[src/rtl/fp_addsub_arbiter_pkg.sv]
// fp_addsub_arbiter_pkg: shared types and core latency for the FP add/sub arbiter slice
package fp_addsub_arbiter_pkg;
  typedef logic [31:0] fp_word_t;
  typedef enum logic {FP_ADD = 1'b0, FP_SUB = 1'b1} fp_op_e;
  localparam int FP_CORE_LAT = 3;
endpackage

[src/rtl/fp_addsub_arbiter_if.sv]
// fp_addsub_arbiter_if: requester-side request/response bus of the shared FP add/sub arbiter
interface fp_addsub_arbiter_if #(parameter int WIDTH = 32, parameter int NUM_REQ = 4);
  localparam int ID_W = $clog2(NUM_REQ);
  logic [NUM_REQ-1:0] req_valid;
  logic [NUM_REQ-1:0] req_ready;
  logic [NUM_REQ-1:0] req_op;
  logic [NUM_REQ*WIDTH-1:0] req_a;
  logic [NUM_REQ*WIDTH-1:0] req_b;
  logic [NUM_REQ-1:0] rsp_valid;
  logic [WIDTH-1:0] rsp_data;
  logic [ID_W-1:0] rsp_id;
  modport master (output req_valid, req_a, req_b, req_op, input req_ready, rsp_valid, rsp_data, rsp_id);
  modport slave (input req_valid, req_a, req_b, req_op, output req_ready, rsp_valid, rsp_data, rsp_id);
endinterface

[src/rtl/fp_addsub_arbiter_rr_arbiter.sv]
// fp_addsub_arbiter_rr_arbiter: combinational round-robin pick, search starts at ptr and wraps
module fp_addsub_arbiter_rr_arbiter #(
  parameter int N = 4,
  localparam int ID_W = $clog2(N)
) (
  input  logic [N-1:0]    req,
  input  logic [ID_W-1:0] ptr,
  output logic [N-1:0]    grant,
  output logic [ID_W-1:0] idx
);
  always_comb begin
    grant = '0;
    idx = '0;
    for (int k = 0; k < N; k++) begin
      if (grant == '0 && req[(int'(ptr) + k) % N]) begin
        grant[(int'(ptr) + k) % N] = 1'b1;
        idx = ID_W'((int'(ptr) + k) % N);
      end
    end
  end
endmodule

[src/rtl/fp_addsub_arbiter.sv]
// fp_addsub_arbiter: round-robin sharing of one fixed-latency FP add/sub core among NUM_REQ clients,
// with an ID pipe that routes each result back to the requester that issued it.
module fp_addsub_arbiter
  import fp_addsub_arbiter_pkg::*;
#(
  parameter int WIDTH = 32,
  parameter int NUM_REQ = 4,
  parameter int CORE_LAT = FP_CORE_LAT
) (
  input  logic                 clk,
  input  logic                 rst_n,
  fp_addsub_arbiter_if.slave   bus,
  output logic [WIDTH-1:0]     core_a,
  output logic [WIDTH-1:0]     core_b,
  output fp_op_e               core_op,
  input  logic [WIDTH-1:0]     core_result,
  output logic                 busy
);
  localparam int ID_W = $clog2(NUM_REQ);
  logic [ID_W-1:0] ptr, win;
  logic [NUM_REQ-1:0] grant;
  logic [CORE_LAT:0] pv;
  logic [ID_W-1:0] pid [CORE_LAT+1];
  logic accept;
  fp_addsub_arbiter_rr_arbiter #(.N(NUM_REQ)) u_rr (.req(bus.req_valid), .ptr(ptr), .grant(grant), .idx(win));
  assign bus.req_ready = grant & {NUM_REQ{rst_n}};
  assign accept = |grant;
  // Stage CORE_LAT lines up with core_result for the op issued CORE_LAT+1 edges earlier.
  always_ff @(posedge clk or negedge rst_n) begin
    if (!rst_n) begin
      ptr <= '0;
      core_a <= '0;
      core_b <= '0;
      core_op <= FP_ADD;
      pv <= '0;
      for (int k = 0; k <= CORE_LAT; k++) pid[k] <= '0;
      bus.rsp_valid <= '0;
      bus.rsp_data <= '0;
      bus.rsp_id <= '0;
      busy <= 1'b0;
    end else begin
      if (accept) begin
        core_a <= bus.req_a[win*WIDTH +: WIDTH];
        core_b <= bus.req_b[win*WIDTH +: WIDTH];
        core_op <= fp_op_e'(bus.req_op[win]);
        ptr <= (win == ID_W'(NUM_REQ - 1)) ? '0 : win + 1'b1;
      end
      pv <= {pv[CORE_LAT-1:0], accept};
      pid[0] <= win;
      for (int k = 1; k <= CORE_LAT; k++) pid[k] <= pid[k-1];
      bus.rsp_valid <= pv[CORE_LAT] ? NUM_REQ'(1) << pid[CORE_LAT] : '0;
      if (pv[CORE_LAT]) begin
        bus.rsp_data <= core_result;
        bus.rsp_id <= pid[CORE_LAT];
      end
      busy <= |{pv[CORE_LAT-1:0], accept};
    end
  end
endmodule

[src/flat_wrapper.sv]
// flat-port wrapper written by rule: the top's interface ports become plain ports
module fp_addsub_arbiter_flat import fp_addsub_arbiter_pkg::*;
#(
  parameter int WIDTH = 32,
  parameter int NUM_REQ = 4,
  parameter int CORE_LAT = FP_CORE_LAT
)
  (clk, rst_n, core_a, core_b, core_op, core_result, busy, bus_req_valid, bus_req_a, bus_req_b, bus_req_op, bus_req_ready, bus_rsp_valid, bus_rsp_data, bus_rsp_id);
  fp_addsub_arbiter_if #(.WIDTH(WIDTH), .NUM_REQ(NUM_REQ)) bus_i ();
  input  logic clk;
  input  logic rst_n;
  output logic [WIDTH-1:0] core_a;
  output logic [WIDTH-1:0] core_b;
  output fp_op_e core_op;
  input  logic [WIDTH-1:0] core_result;
  output logic busy;
  input wire logic [$bits(bus_i.req_valid)-1:0] bus_req_valid;
  input wire logic [$bits(bus_i.req_a)-1:0] bus_req_a;
  input wire logic [$bits(bus_i.req_b)-1:0] bus_req_b;
  input wire logic [$bits(bus_i.req_op)-1:0] bus_req_op;
  output wire logic [$bits(bus_i.req_ready)-1:0] bus_req_ready;
  output wire logic [$bits(bus_i.rsp_valid)-1:0] bus_rsp_valid;
  output wire logic [$bits(bus_i.rsp_data)-1:0] bus_rsp_data;
  output wire logic [$bits(bus_i.rsp_id)-1:0] bus_rsp_id;
  assign bus_i.req_valid = bus_req_valid;
  assign bus_i.req_a = bus_req_a;
  assign bus_i.req_b = bus_req_b;
  assign bus_i.req_op = bus_req_op;
  assign bus_req_ready = bus_i.req_ready;
  assign bus_rsp_valid = bus_i.rsp_valid;
  assign bus_rsp_data = bus_i.rsp_data;
  assign bus_rsp_id = bus_i.rsp_id;
  fp_addsub_arbiter #(.WIDTH(WIDTH), .NUM_REQ(NUM_REQ), .CORE_LAT(CORE_LAT)) u_core (.clk(clk), .rst_n(rst_n), .bus(bus_i), .core_a(core_a), .core_b(core_b), .core_op(core_op), .core_result(core_result), .busy(busy));
endmodule
[config.mk]
export PLATFORM = sky130hd
export DESIGN_NAME = fp_addsub_arbiter_flat
export DESIGN_NICKNAME = d
export VERILOG_FILES = /design/src/rtl/fp_addsub_arbiter_pkg.sv /design/src/rtl/fp_addsub_arbiter_if.sv /design/src/rtl/fp_addsub_arbiter_rr_arbiter.sv /design/src/rtl/fp_addsub_arbiter.sv /design/src/flat_wrapper.sv
export SDC_FILE = /design/constraint.sdc
export NUM_CORES = 1
export LEC_CHECK = 0
export BUFFER_PORTS_ARGS = -buffer_cell sky130_fd_sc_hd__buf_4
export CAP_MARGIN = 20
export CORE_AREA = 2 2 155 157
export CTS_CLUSTER_SIZE = 14
export DETAILED_ROUTE_END_ITERATION = 8
export DIE_AREA = 0 0 157 159
export GPL_TIMING_DRIVEN = 0
export PLACE_DENSITY = 0.78
export SLEW_MARGIN = 0
export SYNTH_ARGS = -nofsm -noshare
export SYNTH_HDL_FRONTEND = slang
export SYNTH_SLANG_ARGS = --single-unit
[constraint.sdc]
create_clock -name clk -period 3.3 [get_ports clk]
set_input_delay 0.165 -clock clk [delete_from_list [all_inputs] [get_ports clk]]
set_output_delay 0.165 -clock clk [all_outputs]
set_load 0.1 [all_outputs]
# Word-level counts from Yosys, hierarchy flattened
# Cells that the tools add are included.
word_totals:
  register_bits: 118
  latchBits: 0
  ram_bits: 0
  rom_bits: 0
  input_bits: 298
  output_inout_bits: 108
  word_cells: 83
  memories: 0
op_classes:
  addsub: 4
  multipliers: 0
  div_mod_pow: 0
  magnitude_cmp: 9
  n_eq_ne: 1
  shift: 3
  n_mux: 31
  bitwise: 7
  reduce_logical: 15
op_table:
  columns: ["operator", "n"]
  rows:
  - ["$shiftx A128 B8 Y32", 2]
  - ["$mux W4", 5]
  - ["$logic_not A4 Y1", 3]
  - ["$lt A3 B4 Y1 const B", 3]
  - ["$mux W1", 12]
  - ["$or A4 B4 Y4", 3]
  - ["$bmux W1 S2", 5]
  - ["$mux W2", 5]
  - ["$ge A3 B1 Y1 const B", 3]
  - ["$demux W1 S2", 4]
  - ["$logic_and A1 B1 Y1", 7]
  - ["$reduce_or A7 Y1", 1]
  - ["$lt A2 B3 Y1 const B", 2]
  - ["$reduce_or A2 Y1", 3]
  - ["$add A2 B1 Y2 const B", 2]
  - ["$add A2 B2 Y2 const B", 2]
  - ["$and A4 B4 Y4", 1]
  - ["$reduce_or A4 Y1", 1]
  - ["$shl A1 B2 Y4 const A", 1]
  - ["$and A1 B1 Y1 const A", 3]
  - ["$eq A2 B2 Y1 const B", 1]
  - ["$ge A2 B1 Y1 const B", 1]

# Logic depth before layout (Yosys ltp)
# Gate-level depths: netlist (run 1).
depth:
  depth_word: 17
  depth_mapped: 16
  depth_no_buf: 11

# Hierarchy
# Synthesis (run 1) repeated with hierarchy kept, for this count alone.
unflattened:
  cells_unflattened: 391
  area_unflattened_um2: 6417.4
by_module_without_submodules:
  columns: ["mod", "n_inst", "cells_per_inst", "area_per_inst_um2"]
  rows:
  - ["fp_addsub_arbiter", 1, 324, 5820.6]
  - ["fp_addsub_arbiter_rr_arbiter", 1, 67, 596.8]

# Least setup slack after synthesis (run 1)
# No wires, ideal clock.
synth_path:
  path_kind: "register -> output"
  start: "register u_core.ptr[0]"
  end: "output port bus_req_ready[2]"
  t_arrival_ps: 4388
  required_ps: 3135
  slack_ps: -1253
  stages_incl_launch_ff: 10
  n_path_buf: 1
  cell_sequence: "dfrtp_1 -> buf_4 -> inv_1 -> ha_1 -> or4_1 -> a22oi_2 -> o31ai_4 -> nor2_2 -> nand2_1 -> a21boi_0"
synth_between:
  elab_chain_len: 16
synth_rtl:
  columns: ["item", "line_no", "source"]
  rows:
  - ["from (decl)", "fp_addsub_arbiter.sv:20", "logic [ID_W-1:0] ptr, win;"]
  - ["from (signal assigned)", "fp_addsub_arbiter.sv:46", "ptr <= (win == ID_W'(NUM_REQ - 1)) ? '0 : win + 1'b1;"]
  - ["$add A2 B1 Y2", "fp_addsub_arbiter_rr_arbiter.sv:15, fp_addsub_arbiter_rr_arbiter.sv:16", null]
  - ["$reduce_or A2 Y1 (no source line)", null, null]
  - ["$and A1 B1 Y1 (no source line)", null, null]
  - ["$lt A3 B4 Y1 (implied by the code) / $ge A3 B1 Y1 (equally long branches)", "fp_addsub_arbiter_rr_arbiter.sv:16", "grant[(int'(ptr) + k) % N] = 1'b1;"]
  - ["$logic_and A1 B1 Y1 (implied by the code)", "fp_addsub_arbiter_rr_arbiter.sv:16", null]
  - ["$mux W1 (implied by the code)", "fp_addsub_arbiter_rr_arbiter.sv:16", null]
  - ["$demux W1 S2", "fp_addsub_arbiter_rr_arbiter.sv:16", null]
  - ["$or A4 B4 Y4 (no source line)", null, null]
  - ["$mux W4", "fp_addsub_arbiter_rr_arbiter.sv:15", "if (grant == '0 && req[(int'(ptr) + k) % N]) begin"]
  - ["$logic_not A4 Y1", "fp_addsub_arbiter_rr_arbiter.sv:15", null]
  - ["$logic_and A1 B1 Y1", "fp_addsub_arbiter_rr_arbiter.sv:15", null]
  - ["$mux W4", "fp_addsub_arbiter_rr_arbiter.sv:15", null]
  - ["$logic_not A4 Y1", "fp_addsub_arbiter_rr_arbiter.sv:15", null]
  - ["$logic_and A1 B1 Y1", "fp_addsub_arbiter_rr_arbiter.sv:15", null]
  - ["$mux W4 (*)", "fp_addsub_arbiter_rr_arbiter.sv:15", null]
  - ["$and A4 B4 Y4 (*)", "fp_addsub_arbiter.sv:26", "assign bus.req_ready = grant & {NUM_REQ{rst_n}};"]
  - ["to (decl)", "flat_wrapper.sv:21", "output wire logic [$bits(bus_i.req_ready)-1:0] bus_req_ready;"]
# Every way passes the cells marked *; elsewhere a longest branch is shown, timed or not. The select of a mux whose other input is x is not followed.

# Worst setup path after layout (run 1)
layout_path:
  start: "register u_core.ptr[0]"
  end: "register u_core.ptr[0]"
layout_between:
  elab_chain_len: 17
layout_rtl:
  columns: ["item", "line_no", "source"]
  rows:
  - ["$add A2 B1 Y2", "fp_addsub_arbiter_rr_arbiter.sv:15, fp_addsub_arbiter_rr_arbiter.sv:16, fp_addsub_arbiter_rr_arbiter.sv:17", null]
  - ["$reduce_or A2 Y1 (no source line)", null, null]
  - ["$and A1 B1 Y1 (no source line)", null, null]
  - ["$lt A3 B4 Y1 (implied by the code) / $ge A3 B1 Y1 (equally long branches)", "fp_addsub_arbiter_rr_arbiter.sv:16", null]
  - ["$logic_and A1 B1 Y1 (implied by the code)", "fp_addsub_arbiter_rr_arbiter.sv:16", null]
  - ["$mux W1 (implied by the code)", "fp_addsub_arbiter_rr_arbiter.sv:16", null]
  - ["$demux W1 S2", "fp_addsub_arbiter_rr_arbiter.sv:16", null]
  - ["$or A4 B4 Y4 (no source line)", null, null]
  - ["[2 not listed]", null, null]
  - ["$logic_and A1 B1 Y1", "fp_addsub_arbiter_rr_arbiter.sv:15", null]
  - ["$mux W4", "fp_addsub_arbiter_rr_arbiter.sv:15", null]
  - ["$logic_not A4 Y1", "fp_addsub_arbiter_rr_arbiter.sv:15", null]
  - ["$logic_and A1 B1 Y1", "fp_addsub_arbiter_rr_arbiter.sv:15", null]
  - ["$mux W2 (*)", "fp_addsub_arbiter_rr_arbiter.sv:15", null]
  - ["named net u_core.u_rr.idx[0]", "fp_addsub_arbiter_rr_arbiter.sv:9", "output logic [ID_W-1:0] idx"]
  - ["$add A2 B1 Y2 / $eq A2 B2 Y1 (equally long branches)", "fp_addsub_arbiter.sv:46", null]
  - ["$mux W2 (*)", "fp_addsub_arbiter.sv:46", null]
# Mark *: on every way through the listed nets, which the timed path passes. The rest lies on a longest branch. The select of a mux whose other input is x is not followed.
# A chain may end at the register's enable or synchronous reset.

==> run summary, run 1 <==
Summing all flip-flop and latch instances after layout gives 0.00296 mm^2. The cell area that synthesis handed to floorplanning was 0.00812 mm^2. The tools report the number of ports placed on the die boundary as 406. The tools report the highest attainable clock frequency as 298 MHz. The count of buffers added on input and output ports is 405. Dividing the detail-routed wire length by the instance count gives 21.7 um.

Counting flops and latches in the post-synthesis netlist gives 118. Global routing used 27.0% of the available tracks. TritonCTS built the clock tree. The final setup violation count was 33; the layout cell share with drive strength beyond 1 was 51.2%. At the later pin of the worst-skew pair, clock insertion delay measures 410 ps. The detail route stage leaves a number of antenna-violating nets equal to 0.

The first global-routing pass estimated 52,700 um of wire. The final reports fail on negative setup slack. The run gives 9,571 as the number of global-route vias before repair. In the final layout, the multi-input gates occupy 0.00498 mm^2. The logs give 53 for the distinct cell type count of the synthesized netlist and 36,100 um for the sum of routed wire length over all layers. The clock passes through at most 2 buffers. The detailed-route vias per instance works out to 5.67.

Post-CTS clock slew at the launch and capture registers of the worst setup and hold paths: 60 ps. STA classifies the critical path endpoint as a register. The run finished, with violations left.

Counting the fill cells in the layout gives 1,949. In this run the tightest slew margin relative to its limit is 60.1%. Initial antenna violation count: 1.

The final critical path time including I/O delays and setup came out at 3360 ps. The total via count after detailed routing came out at 9,443. The required time at the worst-slack endpoint is 3630 ps. The tools report the type of origin of the critical path as a register. The overall die height is 159 um, and the cell row count is 56.

Across the run, the number of max-cap violations was 0. When the netlist entered floorplanning its net count stood at 1,163. The synthesis warning total was 0; the summed area of non-filler cells in the final layout was 0.0136 mm^2. Once placement finished, the instance area stood at 0.0116 mm^2. The worst setup margin was -59.4 ps; the total grt overflow was 0. The async set-reset flop share out of synthesis is 100%. Area growth from synthesis to layout: 66.9%. Sequential cells were found to cover 36.4% of the synthesized design area.

Setup repair after global routing could not meet its margin everywhere. The logs give 0 for the number of max-slew violations in the final report and 118 for the number of clock sinks seen by CTS. For this run, the detailed router's first-pass iteration total came to 5. Yosys mapped a number of flops with a built-in enable equal to 0. The most used flip-flop cell after synthesis is dfrtp_1. The first routing iteration left 614 violations. The synthesized area divided by synthesized cell count came out at 9.49 um^2. The setup clock skew after layout came out at 9.52 ps.

The cell count after synthesis is 856, and the initial cell density of the core is 35.0%. The core area is 0.0232 mm^2, and the count of unresolved DRC violations after routing is 0. The root buffer cell chosen for the clock tree is clkbuf_16. The arrival time of the worst setup path is 3690 ps, and the post-detailed-placement half-perimeter wirelength is 25,800 um. The final-report hold violation count is 0, and the area of the die is 0.0250 mm^2. Type of the tightest min-delay check: in -> reg. Clock buffer count from CTS: 17.

For the maximum number of pins on one net before global-route repair, the log shows 79. The maximum net fanout on the critical path came out at 10. The logs give 4 for the number of levels in the clock H-tree and 0.882 for the last weighted congestion value of the routability-driven placer.

The final period utilization is 102%. After the last flow step, the layout net total stands at 1,639. Die width: 157 um. By startpoint and endpoint, the worst setup path is classified as reg -> reg.

At the pin with the least slew margin, the transition time is 599 ps.
-- logic make-up after synthesis --
group                      synth area share, %
AOI/OAI and AO/OA                         29.7
adders and majority gates                 1.39
buffers and inverters                     8.87
DFF                                       36.4
muxes                                     14.2
and+or+nand+nor                           9.46
-- placed cells by master (no fill, tap or decap), types with 9 or more instances in the layout --
| master | count |
|---|---|
| buf_4 | 425 |
| dfrtp_1 | 116 |
| inv_1 | 67 |
| nor2_1 | 67 |
| o211ai_1 | 66 |
| a22o_1 | 65 |
| nor3_1 | 56 |
| mux2i_1 | 43 |
| o311ai_1 | 40 |
| a211oi_1 | 36 |
| mux2_2 | 35 |
| dlygate4sd3_1 | 32 |
| a211oi_2 | 29 |
| buf_6 | 24 |
| clkbuf_2 | 24 |
| mux2i_2 | 20 |
| clkbuf_16 | 18 |
| buf_2 | 16 |
| o311ai_2 | 14 |
| nand2_1 | 13 |
| o311ai_0 | 11 |
| clkbuf_1 | 10 |
| clkbuf_4 | 9 |
| nor3_2 | 9 |
-- through the flow --
step	hold slack (ps)	instances	worst slack, ps	setup TNS (ps)	util [%]
global placement	335	1580	-914	-51190	49.9
CTS	4.93	1659	-54.5	-146	55.4
finish	22.9	1665	-59.4	-921	58.5
floorplan	-131	856	-0.859	-0.859	-
detailed placement	144	1581	-1000	-54380	50.0
global route	1.29	1665	-219	-9680	58.5
-- sequential cells by signal, indices dropped and copies added (netlist names) --
register,count
u_core.bus.rsp_id,2
u_core.bus.rsp_valid,4
u_core.ptr,2
u_core.core_a,32
u_core.bus.rsp_data,32
u_core.pid,8
u_core.busy,1
u_core.pv,4
u_core.core_op,1
u_core.core_b,32
-- metal layers --
layer | up-vias | global-route usage [%] | share of wire (%)
li1 | 4241 | - | -
met1 | 4629 | 31.3 | 38
met3 | 87 | 5.99 | 7.5
met5 | - | 0 | 0
met4 | 0 | 13.0 | 3.8
met2 | 486 | 46.9 | 51
-- worst max-delay path, stage by stage (launching register included) --
cell	delay [ps]
dfrtp_2	380
buf_8	110
clkinvlp_4	160
ha_4	320
mux4_2	370
buf_6	160
a22oi_2	240
o31ai_4	180
buf_4	180
o21ai_2	120
nor2b_4	170
buf_6	150
buf_12	160
buf_12	160
inv_4	40
ha_4	140
nand3b_1	150
o21ai_1	80
-- path summary, 6_finish.rpt --
check	startpoint	to	slack, ps	depth (start not counted)
setup reg to reg	u_core.ptr[0]$_DFFE_PN0P_	u_core.ptr[0]$_DFFE_PN0P_	-60	17
min in group asynchronous	rst_n	u_core.core_b[4]$_DFFE_PN0P_	270	2
hold / removal	core_result[9]	u_core.bus.rsp_data[9]$_DFFE_PN0P_	20	2
max in group asynchronous	rst_n	u_core.core_a[4]$_DFFE_PN0P_	2270	3
setup / recovery	u_core.ptr[0]$_DFFE_PN0P_	u_core.ptr[0]$_DFFE_PN0P_	-60	17
hold reg to reg	u_core.pid[5]$_DFF_PN0_	u_core.pid[3]$_DFF_PN0_	340	0
-- cell usage after synthesis (9+ instances only) --
cell	instances	area, um^2
o211ai_1	66	495
inv_1	70	263
buf_2	39	195
nor2_1	67	251
mux2i_1	68	681
o311ai_0	30	263
ha_1	9	113
dfrtp_1	118	2950
nand2_1	13	48.8
nor3_1	65	325
mux2_2	35	394
o311ai_1	35	307
clkbuf_1	45	169
a22o_1	65	569
a211oi_1	57	428
-- what timing repair did --
item / 4_1_cts / 5_1_grt
setup endpoints to repair: 74 / 71
buffers inserted: 14 / 3
hold endpoints to repair: 71 / 0
hold buffers: 32 / 0
gates cloned: 0 / 2
gates resized for setup: 66 / 213
pin swaps: 12 / 50
-- cell type report --
type	instances	share of cell area, %
clock inverter	13	1.43
clock buffer	19	3.27
tap	319	2.94
buffer	94	5.25
inverter	71	2.04
timing repair buffer	457	26.5
sequential	118	21.8
antenna	1	0.0185
multi-input combinational	573	36.8
Power of run 1 is left out: the tool's default activity adds up to more than one toggle a clock period on the data nets, which glitch-free logic cannot reach.
==> run 2, diff against run 1 <==
==> constraint.sdc (replaced) <==
create_clock -name clk -period 3.3 [get_ports clk]
set_input_delay 0.495 -clock clk [delete_from_list [all_inputs] [get_ports clk]]
set_output_delay 0.495 -clock clk [all_outputs]
set_load 0.1 [all_outputs]
==> run 2 against run 1 <==
Net effect:
- the flow still finishes with violations (negative setup slack)
- utilization shrank 2.2 points
- clock-buffer cell count is the same
- routed wire length shrank 3.5%
- critical path depth shrank 6
- critical endpoint is now bus_req_ready[2]
==> run summary, run 2 (same netlist as run 1, synthesis figures left out) <==
The layout cell share with drive strength beyond 1 is 49.5% (was 51.2%). The number of levels in the clock H-tree came out at 4 (unchanged). Registers with the highest flip-flop counts: u_core.bus.rsp_data (32), u_core.core_a (32), u_core.core_b (32) (unchanged). The fill cell total of the finished layout is 2,022 (was 1,949), and the final critical path time including I/O delays and setup is 3470 ps (was 3360 ps). The clock buffer count from CTS was 17 (unchanged); the maximum number of pins on one net before global-route repair was 88 (was 79). The initial cell density of the core was 35.0% (unchanged); the worst setup margin was -171 ps (was -59.4 ps). The tools report the type of origin of the critical path as a register (unchanged). The detailed-route vias per instance came out at 5.60 (was 5.67). Critical Path, Cell by Cell: buf_8, clkinvlp_4, ha_2, or4_4, nand2_4, nand2b_1, buf_2, nor2_4, nand2_2, a21boi_4, buf_12 (was buf_8, clkinvlp_4, ha_4, mux4_2, buf_6, a22oi_2, o31ai_4, buf_4, o21ai_2, nor2b_4, buf_6, buf_12, buf_12, inv_4, ha_4, nand3b_1, o21ai_1). The post-detailed-route wirelength per cell came out at 21.3 um (was 21.7 um). Initial antenna violation count: 0 (was 1). Most frequent standard cell in the layout excluding fill and tap cells: buf_4 (unchanged).

Last weighted congestion value of the routability-driven placer: 0.876 (was 0.882). The type of the tightest min-delay check is in -> reg (unchanged). The run finished, with violations left. The count of unresolved DRC violations after routing is 0 (unchanged), and the sum of routed wire length over all layers is 34,800 um (was 36,100 um). The post-detailed-placement half-perimeter wirelength was 25,700 um (was 25,800 um); the number of global-route vias before repair was 9,383 (was 9,571).

The number of buffer and inverter stages on the critical path was 4 (was 8); the maximum clock path buffer count was 2 (unchanged). The kind of cell adding the most delay to the critical path was simple AND/OR/NAND/NOR gates (was buffers and inverters). Worst hold margin: 305 ps (was 22.9 ps).

The overall die height was 159 um (unchanged); the arrival time of the worst setup path was 2980 ps (was 3690 ps). TritonCTS built the clock tree. The clock latency of the later-clocked register in the worst-skew pair is 420 ps (was 410 ps). The total via count after detailed routing came out at 9,151 (was 9,443). For the number of nets with antenna violations after detailed routing, the log shows 0 (unchanged). For the required time at the worst-slack endpoint, the log shows 2800 ps (was 3630 ps). The number of inserted diodes was 0 (was 1). The master of the slowest instance on the critical path was or4_4 (was dfrtp_2).

The final core utilization was 56.3% (was 58.5%); the setup slack at placement was -1020 ps (was -1000 ps). The cell row count is 56 (unchanged). The final-report hold violation count was 0 (unchanged); the all-layer global routing usage was 26.8% (was 27.0%). The endpoint type of the worst setup path was a primary output (was a register). The run gives 0 (unchanged) as the number of max-slew violations in the final report. Area growth from synthesis to layout: 60.8% (was 66.9%). For the core area, the log shows 0.0232 mm^2 (unchanged). The buffer type at the clock tree root was clkbuf_16 (unchanged). Delay contributed by the slowest stage of the critical path: 530 ps (was 380 ps).

The logs give 0.0116 mm^2 (about the same) for the standard cell area after detailed placement and 13.5 ps (was 9.52 ps) for the setup clock skew after layout. Number of nets in the finished design: 1,608 (was 1,639). The maximum net fanout on the critical path is 7 (was 10).

The die width is 157 um (unchanged), and the relative slew slack is 43.3% (was 60.1%). Type of the setup path with the least slack: reg -> out (was reg -> reg). The number of buffers added on ports was 405 (unchanged). The logs give 288 MHz (was 298 MHz) for the highest attainable clock frequency and 5 (unchanged) for the iteration count of the initial detailed-routing pass. Commonest cells after routing, fill and taps aside: buf_4, dfrtp_1, inv_1 (was buf_4, dfrtp_1, inv_1, nor2_1, o211ai_1). Summed area of non-filler cells in the final layout: 0.0131 mm^2 (was 0.0136 mm^2).

Setup repair after global routing could not meet its margin everywhere. For the DRC marker count from the first detailed-route iteration, the log shows 592 (was 614). Final setup violation count: 24 (was 33).

The number of max-cap violations was 0 (unchanged); the total grt overflow was 0 (unchanged). Actual slew at the worst max-slew pin: 851 ps (was 599 ps). The final period utilization was 105% (was 102%); the global-route wire length before repair was 52,200 um (was 52,700 um).

For the number of ports placed on the die boundary, the log shows 406 (unchanged). Number of clock sinks seen by CTS: 118 (unchanged). The post-CTS clock slew at the launch and capture registers of the worst setup and hold paths was 60 ps (about the same). Violations in the final reports: negative setup slack (unchanged). The area of the die came out at 0.0250 mm^2 (unchanged).
-- run 2: changes by cell type in the layout (fill, tap and decap cells not counted), moves of 4 or more --
cell and change:
a211oi_2 -20, mux2i_1 +20, mux2i_4 -4, clkbuf_1 +5
buf_6 -8, o311ai_2 +4, a211oi_1 +20, o311ai_0 -10
dlygate4sd3_1 -31, o311ai_1 +5, mux2i_2 -16, buf_4 +5
-- run 2: routing by layer --
| metal | up-vias | global-route usage (%) | share of wire (%) | wire length, um |
|---|---|---|---|---|
| met3 | 65 | 4.30 | 6.8 | 2350 |
| li1 | 4183 | - | - | - |
| met5 | - | 0 | 0 | 0 |
| met4 | 0 | 8.59 | 2.1 | 736 |
| met2 | 459 | 48.7 | 52 | 18000 |
| met1 | 4444 | 32.0 | 39 | 13700 |
-- run 2: cell type report --
class | count | area [um^2] | area share (%)
inverter | 71 | 274 | 2.10
multi-input combinational | 573 | 4860 | 37.2
clock inverter | 13 | 195 | 1.49
tap | 319 | 399 | 3.06
timing repair buffer | 426 | 3270 | 25.1
buffer | 94 | 658 | 5.04
sequential | 118 | 2960 | 22.6
clock buffer | 19 | 443 | 3.39
-- run 2: worst reg2reg max path: cells and delay by family, from the launching register on --
family	cells	cell delay [ps]
compound gates	4	560
fa+ha+maj	2	540
buf+inv	7	1040
simple gates	3	720
flops	1	370
-- run 2: final timing paths --
path	start	endpoint	slack, ps	cells past startpoint
worst min register to register	u_core.pid[7]$_DFF_PN0_	u_core.pid[5]$_DFF_PN0_	340	0
worst min-delay path	core_result[27]	u_core.bus.rsp_data[27]$_DFFE_PN0P_	300	2
max in group asynchronous	rst_n	u_core.core_a[7]$_DFFE_PN0P_	1980	3
worst max-delay path	u_core.ptr[0]$_DFFE_PN0P_	bus_req_ready[2]	-170	11
min in group asynchronous	rst_n	u_core.core_b[5]$_DFFE_PN0P_	540	2
worst max register to register	u_core.ptr[1]$_DFFE_PN0P_	u_core.ptr[1]$_DFFE_PN0P_	-60	16
-- run 2: timing repair --
| action | CTS | global route |
|---|---|---|
| endpoints found under the setup margin | 74 | 72 |
| endpoints found under the hold margin | 4 | 0 |
| pin swaps | 8 | 6 |
| setup buffers | 19 | 0 |
| hold buffers | 1 | 0 |
| gates resized for setup | 124 | 82 |
-- run 2: stage by stage --
stage          instances  TNS (ps)
5_1_grt             1633    -10770
6_report            1633     -1120
3_5_place_dp        1581    -56100
2_1_floorplan        856         0
3_3_place_gp        1580    -50170
4_1_cts             1633      -548
Power of run 2 is left out for the same reason.
